## config.mk

```make
export PLATFORM = sky130hd
export DESIGN_NAME = audio_out_feeder
export DESIGN_NICKNAME = d
export VERILOG_FILES = /design/src/rtl/audio_out_feeder.sv
export SDC_FILE = /design/constraint.sdc
export NUM_CORES = 1
export LEC_CHECK = 0
export CORE_UTILIZATION = 55
export DETAILED_ROUTE_END_ITERATION = 8
export HOLD_SLACK_MARGIN = 0.06
export PLACE_DENSITY = 0.8
export REMOVE_ABC_BUFFERS = 1
export SYNTH_ARGS = -nofsm -noshare
export SYNTH_HDL_FRONTEND = slang
export SYNTH_SLANG_ARGS = --single-unit
```

## constraint.sdc

```tcl
create_clock -name clk -period 6.67 [get_ports clk]
set_input_delay 1.334 -clock clk [delete_from_list [all_inputs] [get_ports clk]]
set_output_delay 1.334 -clock clk [all_outputs]
set_load 0.02 [all_outputs]
```

## src/rtl/audio_out_feeder.sv

```systemverilog
// audio_out_feeder: samples wave_in at the audio rate, applies gain/saturation/mute,
// buffers the result in a small FIFO and feeds it to the codec as mono left/right words.
module audio_out_feeder #(
  parameter int CLK_HZ     = 50000000,
  parameter int SAMPLE_HZ  = 48000,
  parameter int FIFO_DEPTH = 8
) (
  input  logic                          clk,
  input  logic                          reset,
  input  logic                          enable,
  input  logic                          mute,
  input  logic [2:0]                    gain,
  input  logic [31:0]                   wave_in,
  input  logic                          audio_out_allowed,
  output logic                          write_audio_out,
  output logic [31:0]                   left_channel_audio_out,
  output logic [31:0]                   right_channel_audio_out,
  output logic                          sample_tick,
  output logic [$clog2(FIFO_DEPTH):0]   fifo_level,
  output logic [15:0]                   drop_count
);
  localparam int DIV = CLK_HZ / SAMPLE_HZ;
  localparam int CW  = $clog2(DIV);
  localparam int AW  = $clog2(FIFO_DEPTH);
  localparam logic [CW-1:0] LAST = CW'(DIV - 1);
  localparam logic [AW:0]   FULL = (AW+1)'(FIFO_DEPTH);

  logic [CW-1:0] r_cnt;
  logic          r_sv;
  logic [31:0]   r_sd;
  logic [31:0]   r_mem [FIFO_DEPTH];
  logic [AW-1:0] r_wp, r_rp;
  logic [AW:0]   r_lvl;
  logic [15:0]   r_drop;

  logic signed [39:0] w_wide;
  logic [31:0]        w_sat;
  logic               w_tick, w_empty, w_full, w_pop, w_push, w_drop;

  // 40 bits hold any 32-bit value shifted by up to 7; overflow shows as bits 39:31 disagreeing
  assign w_wide  = $signed({{8{wave_in[31]}}, wave_in}) <<< gain;
  assign w_sat   = (&w_wide[39:31] || ~|w_wide[39:31]) ? w_wide[31:0]
                 : (w_wide[39] ? 32'h8000_0000 : 32'h7FFF_FFFF);
  assign w_tick  = enable & ~reset & (r_cnt == LAST);
  assign w_empty = r_lvl == '0;
  assign w_full  = r_lvl == FULL;
  assign w_pop   = audio_out_allowed & ~w_empty & ~reset;
  assign w_push  = r_sv & ~reset & (~w_full | w_pop);
  assign w_drop  = r_sv & ~reset & w_full & ~w_pop;

  assign sample_tick             = w_tick;
  assign write_audio_out         = w_pop;
  assign left_channel_audio_out  = (w_empty | reset) ? 32'h0 : r_mem[r_rp];
  assign right_channel_audio_out = left_channel_audio_out;
  assign fifo_level              = r_lvl;
  assign drop_count              = r_drop;

  always_ff @(posedge clk)
    if (w_push) r_mem[r_wp] <= r_sd;

  always_ff @(posedge clk) begin
    if (reset) begin
      r_cnt  <= '0;
      r_sv   <= 1'b0;
      r_sd   <= '0;
      r_wp   <= '0;
      r_rp   <= '0;
      r_lvl  <= '0;
      r_drop <= '0;
    end else begin
      r_cnt <= (!enable || r_cnt == LAST) ? '0 : r_cnt + 1'b1;
      r_sv  <= w_tick;
      r_sd  <= mute ? 32'h0 : w_sat;
      if (w_push) r_wp <= r_wp + 1'b1;
      if (w_pop) r_rp <= r_rp + 1'b1;
      r_lvl <= r_lvl + {{AW{1'b0}}, w_push} - {{AW{1'b0}}, w_pop};
      if (w_drop && r_drop != 16'hFFFF) r_drop <= r_drop + 16'd1;
    end
  end
endmodule

```

* Word level (Yosys, flattened, before mapping)
Memory sizes are Yosys's and may differ from the RTL's. A register that Yosys moved wholly into a read port is not among the register bits. Index checks and enable logic that the tools add are counted.
Storage, ports and cells: register bits after elaboration 70, bits in writable memories 256, bits of input ports 40, output and inout bits 86, word-level logic and storage cells 49, memories kept 1
Memory list:
- r_mem | depth 8, bits a word 32, read ports 1, clocked after memory_dff 1, write ports 1, line 31 | logic [31:0] r_mem [FIFO_DEPTH];
Operators by class: add/sub/neg operators 6, equal/unequal tests 3, shift-type cells 1, multiplexer cells 7, bitwise gates (word level) 14, reductions and logical operators 10
Operators by type and width (count):
- $mux 32 | 3
- $sshl 32x3->40 | 1
- $add 16x1->16 const B | 1
- $ne 16x16->1 const B | 1
- $add 11x1->11 const B | 1
- $eq 11x11->1 const B | 1
- $reduce_and 9->1 | 1
- $reduce_or 9->1 | 1
- $and 1x1->1 | 8
- $add 3x1->3 const B | 2
- $mux 3 | 2
- $add 4x1->4 | 1
- $eq 4x4->1 const B | 1
- $logic_not 4->1 | 1
- $not 1->1 | 4
- $reduce_or 2->1 | 2
- $sub 4x1->4 | 1
- $logic_not 1->1 | 2
- $logic_or 1x1->1 | 2
- $mux 1 | 2
- $or 1x1->1 | 2
- $logic_and 1x1->1 | 1

* Logic depth before layout (Yosys ltp)
Gate-level depths: netlist of the first run.
word-level depth 8, depth in mapped cells 11

* Worst setup path after synthesis of the first run
No wires, ideal clock.
path kind input port to flip-flop, start input reset, end memory r_mem[2][0] (enable), arrival 5.440 ns, required time 6.157 ns, setup slack 0.717 ns, stages 4, path buffers 0, path through or3b_2 nand3_1 nand2_1 nor4b_1
Between the ends: cells in the longest elaborated chain, start to end 6
RTL lines:
- start: declaration | line 9 | input logic reset,
- $not 1->1 * | line 47, 48
- $and 1x1->1 | line 47 | assign w_pop = audio_out_allowed & ~w_empty & ~reset;
- $or 1x1->1 | line 48 | assign w_push = r_sv & ~reset & (~w_full | w_pop);
- $and 1x1->1 * | line 48
- $mux 1 * | line 59 | if (w_push) r_mem[r_wp] <= r_sd;
- $mux 1 (not written as such) * | line 59
- end: declaration | line 31
Every way passes the cells marked *; elsewhere a longest branch is shown, timed or not.

* Worst setup path in the final report of the first run
start input reset, end output left_channel_audio_out[5]
Between the ends: cells in the longest elaborated chain, start to end 2
RTL lines:
- $or 1x1->1 | line 53 | assign left_channel_audio_out = (w_empty | reset) ? 32'h0 : r_mem[r_rp];
- $mux 32 | line 53
- end: declaration | line 16 | output logic [31:0] left_channel_audio_out,
No other way between the ends.

==> flow_summary.toml, run 1 <==
[power_and_ir_drop]
power_frac_clock_pct = 35.4
p_comb_share_pct = 18.9
power_frac_seq_pct = 45.8
p_per_area_nw_per_um2 = 303
intPower_mw = 3.75
finalPower_mw = 5.06
p_sw_share_pct = 25.8
power_leakage_nw = 5.71
p_sw_mw = 1.31
vdd_ir_drop_max_mv = 0.224

[finish]
post-route-util_pct = 65.9
area_growth_pct = 17.0
layout-drive-gt1-share_pct = 19.1
nNetsFinal = 1041
fin_area_um2 = 16700

[worst_setup_path]
worstPathArrival_ns = 3.42
crit_slowest_cell = "clkdlybuf4s50_1"
critPathTopFamily = "buffers and inverters"
worst-setup-path-type = "in2out"
path_buf_inv = 4
end_kind = "primary output"
max_stage_delay_ns = 0.57
cp_cell_sequence = "clkdlybuf4s50_1, buf_4, a21o_1, buf_4, nor2_1, clkdlybuf4s50_1"
startpoint_type = "input pin"
crit_fanout = 38
worstPathRequired_ns = 5.34

[placed_design]
place_ws_ns = 1.89
port_buffers = 125
post-dp-hpwl_um = 18300
place_area_um2 = 15600
gp_congestion = 0.846

[global_route]
grt_util_all_layers_pct = 23.1
antenna_found_initial = 4
overflow = 0
grt_first_pass_wirelength_um = 45500
first_global_vias = 8019
grt_max_degree = 42

[die]
dieArea_um2 = 26600
rows = 58
io_pins = 126
core-area_um2 = 25300
dieHeight_um = 163
initial_core_util_pct = 56.3
die_w_um = 163

[clocking]
numCtsBuffers = 34
ctsHoldBuffers = 0
cts_tree = "yes"
clk_path_buf_depth = 3
clk_latency_ns = 0.52
cts_setup_buffers = 0
cts-root-buf = "clkbuf_16"
h-tree-depth = 2
clkSlewWorstSetupHoldPaths_ns = 0.06
clock_sinks = 329
cts_resized = 0

[yosys]
synth_seq_cells = 329
postSynthAreaPerCell_um2 = 15.9
async_reset_ff_share_pct = 0
synth_xor_area_share_pct = 1.29
yosys_warnings = 0
syn_area_um2 = 14300
synth-compound-area-share_pct = 4.18
synth_mux_area_share_pct = 19.2
synthSimpleGateAreaFrac_pct = 6.15
synthAdderAreaFrac_pct = 1.02
synthCells = 896
netlist-cell-type-count = 58
synth_edf_count = 256
synthFlopType = "edfxtp_1"
ys_seq_area_share_pct = 64.1
synth_top_family_by_area = "multiplexers"

[routing]
route.vias.total = 8155
drt_iter0_drc = 560
viasPerCell = 6.05
dr_wl_met3_um = 1890
totalWireLength_um = 30100
dr_wl_met2_um = 15600
dr.pass1.iters = 4
wl_per_cell_um = 22.3
wl_met1_um = 12000
post-route-drc-count = 0
antenna_left = 0
dr.max_layer_used = "met5"

[sta]
finalWorstSetupSlack_ns = 1.92
tightest_slew_ns = 1.09
fmax_ghz = 0.210
rsz0062_at_grt = "no"
fin_setup_tns_ns = 0
hold_viol_final = 0
final_max_slew_viol_count = 0
relSlewSlack_pct = 27.6
fin_worst_skew_ns = 0.0162
setup_viol = 0
min_period_ns = 4.75
finalCritPeriodShare_pct = 71.2

[outcome]
status = "finished, final reports clean"

[worst_hold_path]
min_path_type = "reg2reg"

[job]
drv_cap = 0
[cell type report]
type	count	area [µm²]
clock inverters	18	141
inverters	12	45.0
flip-flops and latches	329	9160
clock buffers	44	928
repair buffers	149	1420
fillers	1689	8630
diodes	2	5.00
well taps	330	413
multi-input cells	464	4590
[Yosys cell counts (3+ instances only)]
library cell | instances | area, µm²
o21ai_0 | 7 | 35.0
nand3_1 | 27 | 135
nor3_1 | 6 | 30.0
nand3b_1 | 6 | 45.0
xnor2_1 | 10 | 87.6
xor2_1 | 11 | 96.3
nor3b_1 | 4 | 30.0
ha_1 | 10 | 125
a211oi_1 | 10 | 75.1
a21oi_1 | 25 | 125
nand4_1 | 5 | 31.3
mux4_2 | 86 | 1940
clkbuf_1 | 21 | 78.8
dfxtp_1 | 73 | 1460
o21a_1 | 3 | 22.5
buf_1 | 8 | 30.0
buf_4 | 38 | 285
a21o_1 | 4 | 30.0
and3_1 | 6 | 37.5
edfxtp_1 | 256 | 7690
or4_1 | 5 | 37.5
o31ai_1 | 6 | 45.0
nand2_1 | 18 | 67.6
nor2_1 | 72 | 270
inv_1 | 11 | 41.3
buf_2 | 20 | 100
o22ai_1 | 26 | 163
mux2i_1 | 74 | 741
mux2_2 | 6 | 67.6
nor2b_1 | 7 | 43.8
nor4b_1 | 3 | 26.3
[sequential cells by signal, indices dropped and copies added (netlist names), named ones only]
name / cells
r_mem: 256
r_sd: 32
drop_count: 16
r_cnt: 11
fifo_level: 4
r_rp: 3
r_wp: 3
r_sv: 1
[power by group through the flow]
stage                     combinational (mW)  sequential, mW  clock (mW)
after global placement                 0.950            2.35           0
after CTS                              0.969            2.31        1.82
after floorplan                        0.523            2.39           0
after detailed placement               0.963            2.36           0
after global routing                    1.03            2.32        1.89
final                                  0.955            2.31        1.79
[routing by layer]
| layer | GRT usage (%) | up-vias |
|---|---|---|
| met1 | 30.0 | 4143 |
| met3 | 4.16 | 52 |
| met5 | 0 | - |
| met4 | 6.54 | 2 |
| met2 | 40.0 | 290 |
| li1 | - | 3668 |
[kinds of logic (layout without fill, tap and decap cells)]
kind of cell | count (synthesis) | after routing
mux | 166 | 166
other cells | 0 | 2
buf+inv | 103 | 223
compound gates | 91 | 91
simple gates | 175 | 175
fa+ha+maj | 11 | 11
flops | 329 | 329
xor+xnor | 21 | 21
[per-stage QoR]
stage                     hold slack (ns)  instances
after floorplan                     0.426        805
after CTS                           0.462       1346
after global placement              0.442       1284
after global routing                0.484       1347
final                               0.458       1348
after detailed placement            0.449       1284
[final timing paths]
path                            slack, ns  cells past startpoint                   endpoint     startpoint
worst max register to register       3.45                      7               r_mem[7][26]  fifo_level[2]
worst min register to register       0.46                      1                   r_cnt[0]       r_cnt[0]
worst max-delay path                 1.92                      6  left_channel_audio_out[5]          reset
worst min-delay path                 0.46                      1                   r_cnt[0]       r_cnt[0]
[worst register-to-register path, stage by stage (launching register included)]
cell	delay (ns)
dfxtp_1	0.33
inv_1	0.08
ha_1	0.24
or3b_2	0.50
a311oi_2	0.43
nand2_1	0.27
nor2_4	0.58
buf_4	0.45
[cell usage in the layout, fill, tap and decap left out, types with 3 or more instances in the layout]
master / Yosys / layout
inv_6: 0 / 3
clkbuf_1: 21 / 6
clkinv_1: 1 / 3
mux2_2: 6 / 6
a21o_1: 4 / 4
nor2b_1: 7 / 7
and3_1: 6 / 6
xnor2_1: 10 / 10
o21a_1: 3 / 3
or4_1: 5 / 5
buf_2: 20 / 3
dfxtp_1: 73 / 70
inv_1: 11 / 11
clkinv_2: 0 / 9
clkbuf_8: 0 / 4
clkbuf_16: 0 / 34
nand3b_1: 6 / 6
mux2i_1: 74 / 74
nor2_1: 72 / 71
ha_1: 10 / 10
xor2_1: 11 / 11
o21ai_0: 7 / 7
nand3_1: 27 / 27
clkdlybuf4s50_1: 0 / 122
buf_4: 38 / 24
nand2_1: 18 / 18
o22ai_1: 26 / 26
a21oi_1: 25 / 25
nand4_1: 5 / 5
nor3_1: 6 / 4
edfxtp_1: 256 / 256
mux4_2: 86 / 86
o31ai_1: 6 / 6
a211oi_1: 10 / 10
(Power assumes the default switching activity.)
==> inputs of run 2 (changes only) <==
==> constraint.sdc (replaced) <==
create_clock -name clk -period 4.4 [get_ports clk]
set_input_delay 0.88 -clock clk [delete_from_list [all_inputs] [get_ports clk]]
set_output_delay 0.88 -clock clk [all_outputs]
set_load 0.02 [all_outputs]
==> run 2 against run 1 <==
Register-to-register slack worse by 2.0 ns. Routed wire length barely moved. Via count up 0.12%. Combinational power increased by 56%. First-iteration DRC count up 14%. Non-clock buffer count up 5. Critical path depth decreased by 1. Sequential power is 52% higher. Hold slack improved by 0.0019 ns. Largest cell class unchanged. Largest power group unchanged.
==> flow_summary.toml, run 2 (synthesis results as in run 1) <==
[outcome]
status = "finished, final reports clean"

[sta]
finalCritPeriodShare_pct = 87.4
hold_viol_final = 0
final_max_slew_viol_count = 0
fmax_ghz = 0.260
fin_worst_skew_ns = 0.0127
rsz0062_at_grt = "no"
setup_viol = 0
whs_ns = 0.460
min_period_ns = 3.85
tightest_slew_ns = 0.698
relSlewSlack_pct = 53.5

[clocking]
numCtsBuffers = 34
cts_tree = "yes"
clk_path_buf_depth = 3
ctsHoldBuffers = 0
h-tree-depth = 2
cts-root-buf = "clkbuf_16"
clkSlewWorstSetupHoldPaths_ns = 0.06
clock_sinks = 329
cts_resized = 0
clk_latency_ns = 0.51
cts_setup_buffers = 0

[worst_setup_path]
end_kind = "primary output"
worst-setup-path-type = "reg2out"
startpoint_type = "flip-flop"
worstPathArrival_ns = 2.97
crit_slowest_cell = "clkdlybuf4s50_1"
max_stage_delay_ns = 0.59
worstPathRequired_ns = 3.52
crit_fanout = 38
cp_cell_sequence = "buf_12, mux4_2, mux2i_1, nor2_1, clkdlybuf4s50_1"

[power_and_ir_drop]
finalPower_mw = 7.93
p_per_area_nw_per_um2 = 470
power_leakage_nw = 5.79
vdd_ir_drop_max_mv = 0.384

[finish]
final_common_cell = "edfxtp_1"
largest_reg_flops = 256
area_growth_pct = 18.3
largest-register = "r_mem"
fillers = 1707
fin_area_um2 = 16900
nNetsFinal = 1046
layout_common_cells = "256 x edfxtp_1, 122 x clkdlybuf4s50_1, 86 x mux4_2, 74 x mux2i_1, 71 x nor2_1"
layout-drive-gt1-share_pct = 19.2

[global_route]
first_global_vias = 8302
grt_first_pass_wirelength_um = 46500
grt_max_degree = 65
antenna_found_initial = 3
grt_util_all_layers_pct = 23.4
overflow = 0

[die]
die_w_um = 163
io_pins = 126
dieArea_um2 = 26600
initial_core_util_pct = 56.3
dieHeight_um = 163
rows = 58
core-area_um2 = 25300

[placed_design]
post-dp-hpwl_um = 18400
port_buffers = 125
gp_congestion = 0.846
place_area_um2 = 15700

[routing]
route.vias.total = 8165
totalWireLength_um = 30100
dr.pass1.iters = 5
viasPerCell = 6.03
antenna_left = 0
drt_iter0_drc = 639
post-route-drc-count = 0
wl_per_cell_um = 22.2

[worst_hold_path]
min_path_type = "reg2reg"

[job]
drv_cap = 0
## run 2: worst max-delay path, delay by kind of cell, from the launching register on
family	cells	cell delay, ns
buffers and inverters	2	0.93
and+or+nand+nor	1	0.11
DFF	1	0.58
muxes	2	0.81
## run 2: through the flow
stage | cells | utilization (%) | TNS [ns] | worst slack (ns)
final | 1353 | 66.6 | 0 | 0.554
after global routing | 1352 | 66.6 | 0 | 0.430
after CTS | 1351 | 66.6 | 0 | 0.491
after detailed placement | 1289 | 62.0 | 0 | 0.651
after global placement | 1289 | 62.0 | 0 | 0.708
after floorplan | 805 | - | -151.98 | -1.10
## run 2: layout make-up
type,count,area [µm²],share of cell area (%)
diodes,2,5.00,0.0297
clock buffers,44,920,5.45
clock inverters,18,239,1.42
inverters,12,45.0,0.267
multi-input cells,464,4590,27.2
flip-flops and latches,329,9160,54.3
well taps,330,413,2.45
repair buffers,154,1500,8.91
## run 2: path summary, 6_finish.rpt
path | depth (start not counted) | start | endpoint | slack [ns]
hold reg to reg | 1 | r_cnt[0] | r_cnt[0] | 0.46
hold / removal | 1 | r_cnt[0] | r_cnt[0] | 0.46
setup reg to reg | 7 | fifo_level[2] | r_mem[5][31] | 1.47
setup / recovery | 5 | flip-flop | left_channel_audio_out[5] | 0.55
## run 2: per-layer routing
metal / vias up / global-route usage (%) / wire length (µm)
met5: - / 0 / 11
met4: 2 / 8.37 / 815
met3: 63 / 3.50 / 1660
met2: 329 / 40.2 / 15300
met1: 4077 / 30.5 / 12300
li1: 3694 / - / -
## run 2: power breakdown
part | leakage, nW | internal [mW] | switching, mW | total (mW)
clock | 0.565 | 1.79 | 1.15 | 2.94
sequential | 3.18 | 3.42 | 0.0893 | 3.51
combinational | 2.04 | 0.728 | 0.759 | 1.49
